--- src/rtl/id_ex_operand_stage_pkg.sv ---
// Shared types and defaults for the decode-to-execute operand stage.
package cpu_pkg;

  localparam int CPU_DATA_W = 32;
  localparam int CPU_ADDR_W = 5;
  localparam int CPU_CTRL_W = 8;

  localparam int REG_ZERO = 0;

  typedef enum logic [1:0] {
    EMPTY = 2'd0,
    ONE   = 2'd1,
    TWO   = 2'd2
  } stage_state_t;

endpackage

--- src/rtl/id_ex_operand_stage_bypass.sv ---
// Writeback match/mux for one operand: substitutes write data on an index match,
// pins register zero to 0, or passes the input through when bypass is disabled.
module id_ex_bypass
  import cpu_pkg::*;
#(
  parameter int DATA_W = CPU_DATA_W,
  parameter int ADDR_W = CPU_ADDR_W,
  parameter bit EN     = 1'b1
) (
  input  logic [ADDR_W-1:0] idx,
  input  logic [DATA_W-1:0] data_in,
  input  logic              wb_we,
  input  logic [ADDR_W-1:0] wb_reg,
  input  logic [DATA_W-1:0] wb_data,
  output logic [DATA_W-1:0] data_out
);

  always_comb begin
    data_out = data_in;
    if (EN) begin
      if (idx == ADDR_W'(REG_ZERO)) begin
        data_out = '0;
      end else if (wb_we && (wb_reg == idx)) begin
        data_out = wb_data;
      end
    end
  end

endmodule

--- src/rtl/id_ex_operand_stage.sv ---
// ID/EX operand stage: 2-entry skid buffer with writeback bypass at capture and on
// held entries. Bypass/refresh is compiled in only when IDEX_WB_BYPASS_EN is defined.
module id_ex_operand_stage
  import cpu_pkg::*;
#(
  parameter int DATA_W = CPU_DATA_W,
  parameter int ADDR_W = CPU_ADDR_W,
  parameter int CTRL_W = CPU_CTRL_W
) (
  input  logic              clk,
  input  logic              rst_n,
  input  logic              InValid,
  output logic              InReady,
  input  logic [ADDR_W-1:0] Rs,
  input  logic [ADDR_W-1:0] Rt,
  input  logic [ADDR_W-1:0] Rd,
  input  logic [DATA_W-1:0] ReadData1,
  input  logic [DATA_W-1:0] ReadData2,
  input  logic [DATA_W-1:0] Imm,
  input  logic [CTRL_W-1:0] Ctrl,
  input  logic              Flush,
  input  logic              WbRegWrite,
  input  logic [ADDR_W-1:0] WbWriteReg,
  input  logic [DATA_W-1:0] WbWriteData,
  output logic              ExValid,
  input  logic              ExReady,
  output logic [DATA_W-1:0] ExA,
  output logic [DATA_W-1:0] ExB,
  output logic [DATA_W-1:0] ExImm,
  output logic [ADDR_W-1:0] ExRd,
  output logic [CTRL_W-1:0] ExCtrl
);

`ifdef IDEX_WB_BYPASS_EN
  localparam bit BypassEn = 1'b1;
`else
  localparam bit BypassEn = 1'b0;
`endif

  typedef struct packed {
    logic [DATA_W-1:0] a;
    logic [DATA_W-1:0] b;
    logic [DATA_W-1:0] imm;
    logic [ADDR_W-1:0] rs;
    logic [ADDR_W-1:0] rt;
    logic [ADDR_W-1:0] rd;
    logic [CTRL_W-1:0] ctrl;
  } entry_t;

  stage_state_t state_q, state_d;
  entry_t       main_q, main_d, skid_q, skid_d;
  entry_t       cap, main_ref, skid_ref;
  logic         accept, emit;

  // Capture path: new operands with writeback forwarding
  id_ex_bypass #(.DATA_W(DATA_W), .ADDR_W(ADDR_W), .EN(BypassEn)) u_cap_a (
    .idx(Rs), .data_in(ReadData1), .wb_we(WbRegWrite), .wb_reg(WbWriteReg),
    .wb_data(WbWriteData), .data_out(cap.a));
  id_ex_bypass #(.DATA_W(DATA_W), .ADDR_W(ADDR_W), .EN(BypassEn)) u_cap_b (
    .idx(Rt), .data_in(ReadData2), .wb_we(WbRegWrite), .wb_reg(WbWriteReg),
    .wb_data(WbWriteData), .data_out(cap.b));

  id_ex_bypass #(.DATA_W(DATA_W), .ADDR_W(ADDR_W), .EN(BypassEn)) u_main_a (
    .idx(main_q.rs), .data_in(main_q.a), .wb_we(WbRegWrite), .wb_reg(WbWriteReg),
    .wb_data(WbWriteData), .data_out(main_ref.a));
  id_ex_bypass #(.DATA_W(DATA_W), .ADDR_W(ADDR_W), .EN(BypassEn)) u_main_b (
    .idx(main_q.rt), .data_in(main_q.b), .wb_we(WbRegWrite), .wb_reg(WbWriteReg),
    .wb_data(WbWriteData), .data_out(main_ref.b));
  id_ex_bypass #(.DATA_W(DATA_W), .ADDR_W(ADDR_W), .EN(BypassEn)) u_skid_a (
    .idx(skid_q.rs), .data_in(skid_q.a), .wb_we(WbRegWrite), .wb_reg(WbWriteReg),
    .wb_data(WbWriteData), .data_out(skid_ref.a));
  id_ex_bypass #(.DATA_W(DATA_W), .ADDR_W(ADDR_W), .EN(BypassEn)) u_skid_b (
    .idx(skid_q.rt), .data_in(skid_q.b), .wb_we(WbRegWrite), .wb_reg(WbWriteReg),
    .wb_data(WbWriteData), .data_out(skid_ref.b));

  assign cap.imm  = Imm;
  assign cap.rs   = Rs;
  assign cap.rt   = Rt;
  assign cap.rd   = Rd;
  assign cap.ctrl = Ctrl;

  assign main_ref.imm  = main_q.imm;
  assign main_ref.rs   = main_q.rs;
  assign main_ref.rt   = main_q.rt;
  assign main_ref.rd   = main_q.rd;
  assign main_ref.ctrl = main_q.ctrl;
  assign skid_ref.imm  = skid_q.imm;
  assign skid_ref.rs   = skid_q.rs;
  assign skid_ref.rt   = skid_q.rt;
  assign skid_ref.rd   = skid_q.rd;
  assign skid_ref.ctrl = skid_q.ctrl;

  assign InReady = (state_q != TWO);
  assign ExValid = (state_q != EMPTY);
  assign ExA     = main_q.a;
  assign ExB     = main_q.b;
  assign ExImm   = main_q.imm;
  assign ExRd    = main_q.rd;
  assign ExCtrl  = main_q.ctrl;

  // An instruction presented during a flush is dropped, never captured
  always_comb begin
    accept  = InValid && (state_q != TWO) && !Flush;
    emit    = (state_q != EMPTY) && ExReady;
    state_d = state_q;
    main_d  = main_ref;
    skid_d  = skid_ref;
    if (Flush) begin
      state_d = EMPTY;
    end else begin
      case (state_q)
        EMPTY: begin
          if (accept) begin
            main_d  = cap;
            state_d = ONE;
          end
        end
        ONE: begin
          if (accept && !emit) begin
            skid_d  = cap;
            state_d = TWO;
          end else if (accept && emit) begin
            main_d = cap;
          end else if (emit) begin
            state_d = EMPTY;
          end
        end
        TWO: begin
          if (emit) begin
            main_d  = skid_ref;
            state_d = ONE;
          end
        end
        default: state_d = EMPTY;
      endcase
    end
  end

  always_ff @(posedge clk or negedge rst_n) begin
    if (!rst_n) begin
      state_q <= EMPTY;
      main_q  <= '0;
      skid_q  <= '0;
    end else begin
      state_q <= state_d;
      main_q  <= main_d;
      skid_q  <= skid_d;
    end
  end

endmodule

--- config.mk ---
export PLATFORM = sky130hd
export DESIGN_NAME = id_ex_operand_stage
export DESIGN_NICKNAME = d
export VERILOG_FILES = /design/src/rtl/id_ex_operand_stage_pkg.sv /design/src/rtl/id_ex_operand_stage_bypass.sv /design/src/rtl/id_ex_operand_stage.sv
export SDC_FILE = /design/constraint.sdc
export NUM_CORES = 1
export LEC_CHECK = 0
export CORE_ASPECT_RATIO = 1.1
export CORE_MARGIN = 4
export CORE_UTILIZATION = 48
export DETAILED_ROUTE_END_ITERATION = 10
export PLACE_DENSITY_LB_ADDON = 0.05
export SYNTH_ARGS = -nofsm -noshare
export SYNTH_HDL_FRONTEND = slang
export SYNTH_SLANG_ARGS = --single-unit
--- constraint.sdc ---
create_clock -name clk -period 2 [get_ports clk]
set_input_delay 0.4 -clock clk [delete_from_list [all_inputs] [get_ports clk]]
set_output_delay 0.4 -clock clk [all_outputs]
set_load 0.005 [all_outputs]
# After elaboration in Yosys (flattened, before gate mapping)
# Cells that the tools add are included.
# op_classes
n_eq_ne,11
n_mux,12
bitwise,1
reduce_logical,13
# ops
cell,n
119-bit two-way mux,4
119-bit one-hot mux with 3 select lines,1
2-bit two-way mux,6
2-bit != test (second input constant),5
4-bit != test (second input constant),2
3-bit != test (second input constant),2
2-bit one-hot mux with 3 select lines,1
6-bit AND reduction,1
1-bit logical AND,5
4-bit AND reduction,1
3-bit AND reduction,1
3-bit nonzero test,1
2-bit by 1-bit == test with 1-bit output (second input constant),1
2-bit == test (second input constant),1
1-bit logical NOT,2
2-bit logical NOT,1
2-bit nonzero test,1
1-bit NOT,1
# word_totals
reg_bits,230
input_bits,162
out_inout_bits,111
wordCells,50

# Depth between registers and ports, before layout
# depth
word_depth,8
depth_mapped,6
ltp_nobuf,4

# Cells and area by module
# From an unflattened synthesis, not the netlist that was laid out.
# hier_totals
hier_cells,983
hier_area_um2,12375.6
# modules_own_cells
mod,instances,cells_each,area_per_inst_um2,seq_area_each_um2
id_ex_operand_stage,1,791,10934.2,6005.8
id_ex_bypass,6,32,240.2,0.0

# Worst setup path before layout
# OpenSTA, ideal clock, no wires.
# synth_path
path_type,register -> register
startpoint,register state_q[1]
endpoint,register main_q (netlist bit ExA[21])
setup_time_ps,125
t_arrival_ps,1534
required_ps,1875
slack_ps,341
path_stages_with_launch,7
path_buffers,3
synth_period_minus_slack_ps,1659
path_cell_list,dfrtp_1 -> nor2b_1 -> buf_6 -> buf_6 -> buf_6 -> mux2_4 -> mux2_2
# synth_via
elab_chain_cells,6
word_cells_on_any_way,18
cone_classes,eq/ne (7); mux (1); reduce/logical (10)
# synth_rtl
item,line_no,rtl
start: declaration,id_ex_operand_stage.sv:50,"stage_state_t state_q, state_d;"
start signal: assignment,id_ex_operand_stage.sv:145,state_q <= state_d;
2-bit != test / 2-bit nonzero test (equally long branches),"id_ex_operand_stage.sv:103, id_ex_operand_stage.sv:104",
1-bit logical AND (on tied branches),"id_ex_operand_stage.sv:103, id_ex_operand_stage.sv:104",
1-bit logical AND / 1-bit logical NOT (equally long branches),"id_ex_operand_stage.sv:103, id_ex_operand_stage.sv:119",
1-bit logical AND (on tied branches),"id_ex_operand_stage.sv:122, id_ex_operand_stage.sv:119",
2-bit != test (no line),-,
6-bit AND reduction (no line),-,
end signal: assignment,id_ex_operand_stage.sv:146,main_q <= main_d;
end: declaration,id_ex_operand_stage.sv:51,"entry_t main_q, main_d, skid_q, skid_d;"
# Parallel ways exist; a longest one is shown, timed or not.
# A chain may end at the register's enable or synchronous reset.

# Worst setup path after layout
# layout_path
startpoint,register state_q[1]
endpoint,register main_q (netlist bit ExImm[29])
# The elaborated chain is that of the path after synthesis.

==> results.py <==
metrics = {
    "timing": {
        "max_clock_freq_mhz": 513,
        "fin_ws_ns": 0.0492,
        "skew_ns": 0.00343,
        "tightest_slew_ns": 0.562,
        "period_share_pct": 97.5,
        "hold_violations": 0,
        "slew_headroom_pct": 62.6,
        "setup_violations": 0,
        "period_minus_slack_ns": 1.95,
        "drv_slew": 0,
        "final.setup.tns_ns": 0,
    },
    "detailed_routing": {
        "drt_iter0_markers": 156,
        "via_per_inst": 5.18,
        "wirelength_mm": 21.9,
        "drc_errors": 0,
        "num_vias": 5884,
        "firstDrtPassIters": 4,
        "ant_nets": 0,
        "drt-wirelength-per-cell_um": 19.3,
    },
    "global_routing": {
        "antenna_found_initial": 0,
        "grt-ovfl-total": 0,
        "grt_pass1_wl_mm": 34.8,
        "first_global_vias": 6845,
        "grt_usage_pct": 19.2,
        "grt_max_degree": 63,
    },
    "yosys": {
        "syn_inst": 598,
        "synth-main-ff-cell": "dfrtp_1",
        "yosysTopAreaCellShare_pct": 56.4,
        "synth_commonest_cells": "260 x mux2_2, 220 x dfrtp_1, 59 x mux2_4",
        "synth_edf_count": 0,
        "synth_area_sq_um": 9760,
        "synth_most_common_cell": "mux2_2",
        "synth_area_leaders": "dfrtp_1 56%, mux2_2 30%, mux2_4 9.1%",
        "syn-num-nets": 760,
        "async_reset_ff_share_pct": 100,
        "yosys.area.top_type": "dfrtp_1",
        "avgSynthCellArea_sq_um": 16.3,
        "ys_seq_area_share_pct": 56.4,
        "ys_seq_elements": 220,
        "yosysWarningCount": 0,
        "synth_cell_types": 22,
    },
    "die": {
        "die_y_um": 158,
        "io_pins": 273,
        "core_area_sq_um": 19900,
        "rows": 54,
        "dieArea_sq_um": 22700,
        "die_w_um": 144,
        "start_util_pct": 49.0,
    },
    "clock_network": {
        "clockBufferDepth": 3,
        "cts_root_buf": "clkbuf_16",
        "cts_buffers": 25,
        "htreeDepth": 1,
        "cts_sinks": 220,
        "clk_pin_slew_worst_paths_ns": 0.06,
        "clk_latency_ns": 0.50,
        "cts_tree": "done",
    },
    "placed_design": {
        "io_buffer_count": 224,
        "dp.cells": 1078,
        "hpwl_mm": 15.2,
        "pre_cts_ws_ns": -0.261,
        "dpl_cell_area_sq_um": 12700,
        "gp_congestion": 0.757,
    },
    "cells_and_area": {
        "nets": 1027,
        "layout-drive-gt1-share_pct": 47.5,
        "finalCoreUtilization_pct": 68.5,
        "layoutNonFillerInstCount": 1135,
        "antennaDiodeCount": 0,
        "fin_area_sq_um": 13700,
        "synthToLayoutAreaGrowth_pct": 39.9,
    },
    "critical_path": {
        "crit_path_max_fanout": 6,
        "start_kind": "flop",
        "end_kind": "flop",
        "arrival_ns": 2.33,
        "path_class": "flop to flop",
        "cp.required_ns": 2.38,
        "rr_worst_depth": 9,
    },
    "outcome": {
        "status": "finished, final reports clean",
    },
    "job": {
        "cap_violations": 0,
    },
    "power": {
        "peakVddDrop_mv": 0.747,
        "p_leak_uw": 0.00580,
        "power_density_nw_per_um2": 986,
    },
    "hold_path": {
        "min_path_type": "input port to async pin",
    },
}
-- per-layer routing --
layer | vias to the layer above | GRT usage, % | routed length (um)
met3 | 29 | 5.77 | 1680
li1 | 2690 | - | -
met5 | - | 0.658 | 0
met1 | 3007 | 22.5 | 8720
met4 | 0 | 4.44 | 402
met2 | 158 | 34.4 | 11100
-- worst paths after layout --
path / from / end / slack, ns
setup / recovery: state_q[1] / ExImm[29] / 0.05
hold / removal: rst_n / skid_q[35] / 0.45
setup reg to reg: state_q[1] / ExImm[29] / 0.05
hold reg to reg: skid_q[112] / skid_q[112] / 0.49
max in group asynchronous: rst_n / skid_q[103] / 0.86
min in group clk: skid_q[112] / skid_q[112] / 0.49
-- metrics by stage --
step / power [uW] / hold WS [ns]
global placement: 8930 / 0.428
global route: 14200 / 0.489
floorplan: 7380 / 0.104
CTS: 13600 / 0.470
detailed placement: 9130 / 0.434
finish: 13500 / 0.454
-- flip-flops by register name (all words and copies together) (netlist names) --
signal / flops
ExA: 32
ExB: 32
ExCtrl: 8
skid_q: 109
ExRd: 5
state_q: 2
ExImm: 32
-- timing repair --
| item | 4_1_cts | 5_1_grt |
|---|---|---|
| hold buffers | 1 | 0 |
| pin swaps | 1 | 1 |
| endpoints found under the setup margin | 2 | 211 |
| buffers inserted | 3 | 6 |
| gates cloned | 0 | 2 |
| gates resized for setup | 7 | 20 |
| endpoints found under the hold margin | 54 | 0 |
-- worst max-delay path, cell delays in order, from the launching register on --
cell and delay (ns):
dfrtp_2 0.41, buf_6 0.12, buf_6 0.12, nor2b_4 0.15
nand2_2 0.09, a21oi_4 0.22, buf_12 0.17, buf_8 0.14
buf_4 0.11, mux2_2 0.32
-- final cells by class --
class | count | area, sq um
Clock buffer | 37 | 741
Clock inverter | 8 | 65.1
Fill cell | 1411 | 6270
Inverter | 1 | 6.26
Multi-Input combinational cell | 342 | 4070
Sequential cell | 220 | 5510
Tap cell | 252 | 315
Timing Repair Buffer | 275 | 2960
-- layout by cell type, fill, tap and decap left out --
cell             synthesis  final
o22a_1                   1      1
nor2b_4                  0      2
inv_4                    0      1
nand2_2                  0      1
buf_12                   0     22
dfrtp_1                220    218
nand3b_1                 1      1
nand2b_1                 1      1
bufinv_16                0      1
dlygate4sd2_1            0      1
nor3_1                   1      1
dfrtp_2                  0      2
clkbuf_8                 0      8
mux2_2                 260    251
clkdlybuf4s15_1          0      1
a21oi_1                  2      2
clkbuf_1                 0      5
nor3b_4                  0      1
clkbuf_16                0     26
buf_6                   10      5
buf_8                    1      2
o21a_1                   1      1
or2_2                    1      1
mux2_1                   8      8
nand2_1                  2      1
clkdlybuf4s50_1          0    221
buf_4                    1     20
a21oi_4                  1      1
clkinv_2                 0      7
mux2_4                  59     68
dlygate4sd3_1            0      1
nor2_1                   1      1
-- cells by family (layout without fill, tap and decap cells) --
| logic type | after synthesis | count (layout) | share of synthesized area (%) |
|---|---|---|---|
| DFF | 220 | 220 | 56.4 |
| AOI/OAI and AO/OA | 5 | 5 | 0.436 |
| buffers and inverters | 36 | 321 | 2.60 |
| and+or+nand+nor | 10 | 10 | 0.602 |
| muxes | 327 | 327 | 40.0 |
-- where the power goes --
group / total (uW) / switching [uW] / internal [uW]
Clock: 4390 / 1720 / 2680
Combinational: 2980 / 893 / 2090
Sequential: 6090 / 551 / 5540
Total: 13500 / 3160 / 10300
Note: power is estimated with default switching activity, not from simulation.
